$ cat config.mk
export PLATFORM = sky130hd
export DESIGN_NAME = yutorina_muldiv_seq
export DESIGN_NICKNAME = d
export VERILOG_FILES = /design/src/rtl/yutorina_muldiv_seq.sv
export SDC_FILE = /design/constraint.sdc
export NUM_CORES = 1
export LEC_CHECK = 0
export BUFFER_PORTS_ARGS = -buffer_cell sky130_fd_sc_hd__clkbuf_2
export CORE_MARGIN = 3
export CORE_UTILIZATION = 58
export DETAILED_ROUTE_END_ITERATION = 16
export GPL_TIMING_DRIVEN = 0
export PLACE_DENSITY_LB_ADDON = 0.05
export SETUP_SLACK_MARGIN = 0.4
export SKIP_LAST_GASP = 1
export SLEW_MARGIN = 15
export SYNTH_ARGS = -nofsm -noshare
export SYNTH_HDL_FRONTEND = slang
export SYNTH_SLANG_ARGS = --single-unit
$ cat constraint.sdc
create_clock -name clk -period 2.9 [get_ports clk]
set_input_delay 0.145 -clock clk [delete_from_list [all_inputs] [get_ports clk]]
set_output_delay 0.145 -clock clk [all_outputs]
set_load 0.02 [all_outputs]
$ cat src/rtl/yutorina_muldiv_seq.sv
// yutorina_muldiv_seq: multi-cycle unsigned MULU/DIVU/REMU sequencer.
// Iterates ADD/SUB/SLTU through one external ALU, one op per cycle.
//
// Ports:
//   clk, reset_      clock, async active-low reset
//   start, md_op     request (IDLE only); 00 MULU, 01 DIVU, 10 REMU, 11 rsvd
//   lhs, rhs         operands, captured on acceptance
//   flush            abort current operation
//   busy, done       status; done is a one-cycle pulse
//   result, div_zero final value and divide-by-zero flag
//   alu_op/lhs/rhs   ALU drive; alu_ret is the same-cycle ALU result
//
// Build option: MULDIV_EARLY_OUT_EN ends MULU once the multiplier is
// exhausted; results are identical, only latency differs.

module yutorina_muldiv_seq #(
  parameter int              DATA_W    = 32,
  parameter int              CNT_W     = 6,
  parameter int              OP_W      = 4,
  parameter logic [OP_W-1:0] ALU_OP_ADD  = OP_W'(0),
  parameter logic [OP_W-1:0] ALU_OP_SUB  = OP_W'(1),
  parameter logic [OP_W-1:0] ALU_OP_SLTU = OP_W'(3)
) (
  input  logic              clk,
  input  logic              reset_,
  input  logic              start,
  input  logic [1:0]        md_op,
  input  logic [DATA_W-1:0] lhs,
  input  logic [DATA_W-1:0] rhs,
  input  logic              flush,
  output logic              busy,
  output logic              done,
  output logic [DATA_W-1:0] result,
  output logic              div_zero,
  output logic [OP_W-1:0]   alu_op,
  output logic [DATA_W-1:0] alu_lhs,
  output logic [DATA_W-1:0] alu_rhs,
  input  logic [DATA_W-1:0] alu_ret
);

  localparam logic [1:0] OP_MULU = 2'b00;
  localparam logic [1:0] OP_DIVU = 2'b01;
  localparam logic [1:0] OP_REMU = 2'b10;

  typedef enum logic [2:0] {
    IDLE,
    MUL,
    DIV_CMP,
    DIV_SUB,
    DONE
  } state_t;

  state_t            state;
  logic [1:0]        op_q;
  logic [CNT_W-1:0]  cnt;
  logic [DATA_W-1:0] acc;
  logic [DATA_W-1:0] mcand;
  logic [DATA_W-1:0] mplier;
  logic              rem_hi;
  logic [DATA_W-1:0] rem;
  logic [DATA_W-1:0] quo;
  logic [DATA_W-1:0] divisor;
  logic              ge;
  logic [DATA_W-1:0] res_q;
  logic              dz_q;

  logic [DATA_W-1:0] acc_n;
  logic [DATA_W-1:0] mplier_n;
  logic [DATA_W-1:0] rem_n;
  logic [DATA_W-1:0] quo_n;
  logic              last;
  logic              mul_end;

  always_comb begin
    alu_op  = ALU_OP_ADD;
    alu_lhs = '0;
    alu_rhs = '0;
    unique case (state)
      MUL: begin
        alu_lhs = acc;
        alu_rhs = mcand;
      end
      DIV_CMP: begin
        alu_op  = ALU_OP_SLTU;
        alu_lhs = rem;
        alu_rhs = divisor;
      end
      DIV_SUB: begin
        alu_op  = ALU_OP_SUB;
        alu_lhs = rem;
        alu_rhs = divisor;
      end
      default: ;
    endcase
  end

  // Per-iteration updates before the shift.
  always_comb begin
    acc_n    = mplier[0] ? alu_ret : acc;
    mplier_n = mplier >> 1;
    rem_n    = ge ? alu_ret : rem;
    quo_n    = {quo[DATA_W-1:1], ge};
    last     = (cnt == CNT_W'(DATA_W - 1));
`ifdef MULDIV_EARLY_OUT_EN
    mul_end  = last || (mplier_n == '0);
`else
    mul_end  = last;
`endif
  end

  always_ff @(posedge clk or negedge reset_) begin
    if (!reset_) begin
      state    <= IDLE;
      busy     <= 1'b0;
      done     <= 1'b0;
      result   <= '0;
      div_zero <= 1'b0;
      op_q     <= '0;
      cnt      <= '0;
      acc      <= '0;
      mcand    <= '0;
      mplier   <= '0;
      rem_hi   <= 1'b0;
      rem      <= '0;
      quo      <= '0;
      divisor  <= '0;
      ge       <= 1'b0;
      res_q    <= '0;
      dz_q     <= 1'b0;
    end else begin
      done <= 1'b0;
      if (flush) begin
        // Also drops a start in IDLE; result/div_zero stay untouched.
        state <= IDLE;
        busy  <= 1'b0;
      end else begin
        unique case (state)
          IDLE: begin
            if (start) begin
              busy     <= 1'b1;
              div_zero <= 1'b0;
              dz_q     <= 1'b0;
              op_q     <= md_op;
              cnt      <= '0;
              unique case (md_op)
                OP_MULU: begin
                  acc    <= '0;
                  mcand  <= lhs;
                  mplier <= rhs;
                  state  <= MUL;
`ifdef MULDIV_EARLY_OUT_EN
                  if (rhs == '0) begin
                    res_q <= '0;
                    state <= DONE;
                  end
`endif
                end
                OP_DIVU, OP_REMU: begin
                  if (rhs == '0) begin
                    res_q <= (md_op == OP_DIVU) ? '1 : lhs;
                    dz_q  <= 1'b1;
                    state <= DONE;
                  end else begin
                    // Dividend MSB enters rem; the rest waits in quo.
                    rem_hi  <= 1'b0;
                    rem     <= {{(DATA_W-1){1'b0}}, lhs[DATA_W-1]};
                    quo     <= lhs << 1;
                    divisor <= rhs;
                    state   <= DIV_CMP;
                  end
                end
                default: begin
                  res_q <= '0;
                  state <= DONE;
                end
              endcase
            end
          end
          MUL: begin
            acc    <= acc_n;
            mcand  <= mcand << 1;
            mplier <= mplier_n;
            cnt    <= cnt + CNT_W'(1);
            if (mul_end) begin
              res_q <= acc_n;
              state <= DONE;
            end
          end
          DIV_CMP: begin
            // rem_hi set means rem exceeds any divisor.
            ge    <= rem_hi | (alu_ret == '0);
            state <= DIV_SUB;
          end
          DIV_SUB: begin
            if (last) begin
              res_q <= (op_q == OP_DIVU) ? quo_n : rem_n;
              state <= DONE;
            end else begin
              rem_hi <= rem_n[DATA_W-1];
              rem    <= {rem_n[DATA_W-2:0], quo_n[DATA_W-1]};
              quo    <= {quo_n[DATA_W-2:0], 1'b0};
              cnt    <= cnt + CNT_W'(1);
              state  <= DIV_CMP;
            end
          end
          DONE: begin
            done     <= 1'b1;
            busy     <= 1'b0;
            result   <= res_q;
            div_zero <= dz_q;
            state    <= IDLE;
          end
          default: begin
            state <= IDLE;
            busy  <= 1'b0;
          end
        endcase
      end
    end
  end

endmodule

==> impl_metrics.env <==
export IMPL_status="finished, final reports clean"
export IMPL_grt_max_degree=77
export IMPL_path_max_fanout=10
export IMPL_arrival_ps=2320
export IMPL_hold_viol_final=0
export IMPL_grt_pass1_vias=12441
export IMPL_switchingPower_mw=5.166
export IMPL_path_class="reg -> out"
export IMPL_synth_top_flop_cell="dfrtp_1"
export IMPL_final_util_pct=75.16
export IMPL_syn_avg_cell_area_um2=9.921
export IMPL_initial_core_util_pct=59.54
export IMPL_tightest_slew_ps=788.8
export IMPL_grt_util_all_layers_pct=34.22
export IMPL_area_delta_synth_final_pct=26.23
export IMPL_cap_violations=0
export IMPL_start_kind="flop"
export IMPL_cts_tree="done"
export IMPL_powerDensity_mw_per_mm2=873.9
export IMPL_yosysSeqAreaShare_pct=50.19
export IMPL_fin_setup_tns_ps=0
export IMPL_p_int_mw=9.795
export IMPL_dieWidth_um=158.9
export IMPL_ant_nets=0
export IMPL_drive_gt1_share_pct=25.22
export IMPL_worstSkewPairLatency_ps=560
export IMPL_drt_iter0_drc=1213
export IMPL_switching_share_pct=34.53
export IMPL_clockRootBuffer="clkbuf_16"
export IMPL_layout_nets=1794
export IMPL_timing_final_crit_period_ps=2468
export IMPL_skew_ps=12.91
export IMPL_boundaryPins=205
export IMPL_viasPerCell=6.112
export IMPL_core_area_mm2=0.02278
export IMPL_slew_viol_final=0
export IMPL_hpwl_mm=31.03
export IMPL_clk_pin_slew_ps=60
export IMPL_cp_end_kind="output pin"
export IMPL_clockBufferDepth=3
export IMPL_netlist_area_mm2=0.01356
export IMPL_power_mw=14.96
export IMPL_io_buffers=201
export IMPL_dieArea_mm2=0.02525
export IMPL_peakVddDrop_uv=710.1
export IMPL_leakage_nw=8.177
export IMPL_ys_warnings_count=0
export IMPL_rsz0062_at_grt="yes"
export IMPL_globalRouteOverflowTotal=0
export IMPL_htreeDepth=1
export IMPL_cp_data_required_time_ps=2760
export IMPL_clock_sinks=272
export IMPL_die_h_um=158.9
export IMPL_worst_hold_path_type="in -> reg"
export IMPL_place_congestion=0.9157
export IMPL_setup_viol=0
export IMPL_clkPwrFrac_pct=26.4
export IMPL_async_flop_share_pct=100.0
export IMPL_antenna_found_initial=0
export IMPL_rows=55
export IMPL_grt_pass1_wl_mm=69.35
export IMPL_finalCritPeriodShare_pct=85.09
export IMPL_syn_instance_count=1367
export IMPL_pwr_share_comb_pct=31.8
export IMPL_wl_per_cell_um=21.85
export IMPL_ys_seq_elements=272
export IMPL_diodes=0
export IMPL_drtPass1Iterations=5
export IMPL_fmax_ghz=0.4052
export IMPL_design_area_mm2=0.01712
export IMPL_pwr_share_seq_pct=41.7
export IMPL_ys_types=46
export IMPL_synth_edf_count=0
export IMPL_vias=12358
export IMPL_maxSlewHeadroom_pct=47.41
export IMPL_cts_buffers=30
export IMPL_wl_mm=44.18
export IMPL_place_area_mm2=0.01506
export IMPL_route_detailed_drc=0
==> Yosys cell counts, types with 2 or more instances <==
library cell    n  area, um^2
dfrtp_1       272        6807
nand2_1       271        1017
nor2_1        141       529.3
mux2i_1        96       960.9
mux2_2         86       968.4
clkbuf_1       79       296.5
a22o_1         65       569.3
a31oi_1        62       387.9
o21ai_0        46       230.2
o211ai_1       34       255.2
a22oi_1        32       240.2
nand3b_1       32       240.2
o22ai_1        32       200.2
nor4_1         17       106.4
buf_2          14       70.07
buf_1          13       48.80
mux2_4         10       150.1
a21oi_1         6       30.03
inv_1           6       22.52
nand2b_1        6       37.54
nand3_1         5       25.02
and3_1          4       25.02
buf_4           3       22.52
buf_6           3       33.78
ha_1            3       37.54
a21o_1          2       15.01
and2_1          2       12.51
nand4_1         2       12.51
nor2b_1         2       12.51
nor3b_1         2       15.01
nor4b_2         2       30.03
o31ai_1         2       15.01
or3_1           2       12.51
==> cells by family (layout without fill, tap and decap cells) <==
| group | Yosys count | in the layout | synth area share, % |
|---|---|---|---|
| compound gates | 290 | 290 | 15.03 |
| simple gates | 491 | 491 | 15.50 |
| buf+inv | 118 | 459 | 3.644 |
| fa+ha+maj | 3 | 3 | 0.2768 |
| other cells | 1 | 2 | 0.02765 |
| flops | 272 | 272 | 50.19 |
| mux | 192 | 192 | 15.33 |
==> state kept, by name, summed over array words and instances (netlist names), 2 cells and up <==
register	flops
acc	32
cnt	6
divisor	32
mcand	32
mplier	32
op_q	2
quo	31
rem	32
res_q	32
result	32
state	3
==> final cells by class <==
type                    count  area (um^2)
clock inverters            10        152.6
plain buffers             112        611.8
fillers                  1674         5659
repair buffers            289         1963
clock buffers              42        857.1
flip-flops and latches    272         6809
inverters                   6        22.52
multi-input cells         978         6311
well taps                 313        391.6
==> final timing paths <==
check | startpoint | endpoint | slack, ps | cells after the start
max | state[0] | alu_lhs[31] | 430 | 6
min | alu_ret[17] | rem[18] | 7 | 3
max reg2reg | state[0] | res_q[10] | 500 | 7
min reg2reg | mcand[0] | mcand[0] | 470 | 2
max in group asynchronous | reset_ | divisor[23] | 1670 | 4
min in group asynchronous | reset_ | res_q[7] | 120 | 2
==> worst max-delay path, stage by stage (launching register included) <==
cell and delay, ps:
dfrtp_2 440, buf_4 230, nand2b_4 120, nor2_4 210
clkbuf_4 310, a22o_1 260, clkbuf_2 190
==> through the flow <==
step / instances / setup slack, ps / hold WS, ps
2_1_floorplan: 1368 / 705.4 / -150.6
3_3_place_gp: 1882 / -4156 / 413.6
3_5_place_dp: 1885 / -162.1 / 148.5
4_1_cts: 2020 / 358.3 / 0.5528
5_1_grt: 2022 / 366.2 / 19.57
6_report: 2022 / 432.3 / 6.780
==> power groups by stage <==
stage	clock network [mW]	logic, mW	registers (mW)
5_1_grt	4.13	5.17	6.42
3_5_place_dp	0	4.55	6.26
3_3_place_gp	0	4.42	6.19
2_1_floorplan	0	3.03	6.23
6_report	3.95	4.76	6.24
4_1_cts	3.96	4.70	6.21
==> repair_timing <==
action                     in CTS  in global routing
setup endpoints to repair     230                230
resized for setup              50                 65
hold buffers                   81                  0
hold endpoints to repair      181                  0
setup buffers                   2                  2
pin swaps                       1                  2
==> placed cells by master, fill, tap and decap left out, types with 31 or more instances in the layout <==
cell type | Yosys | routed
nand2_1 | 271 | 271
dfrtp_1 | 272 | 270
clkbuf_2 | 0 | 235
nor2_1 | 141 | 139
mux2i_1 | 96 | 96
mux2_2 | 86 | 86
dlygate4sd3_1 | 0 | 81
a22o_1 | 65 | 65
a31oi_1 | 62 | 62
o21ai_0 | 46 | 46
clkbuf_1 | 79 | 44
o211ai_1 | 34 | 34
nand3b_1 | 32 | 32
o22ai_1 | 32 | 32
a22oi_1 | 32 | 32
clkbuf_16 | 0 | 31
==> per-layer routing <==
layer / global-route usage [%] / up-vias / share of wire (%)
met5: 0 / - / 0
met4: 12.81 / 0 / 3.9
met3: 5.974 / 118 / 9.1
met2: 55.19 / 692 / 47
met1: 46.92 / 6028 / 40
li1: - / 5520 / -
Note: power is estimated with default switching activity, not from simulation.
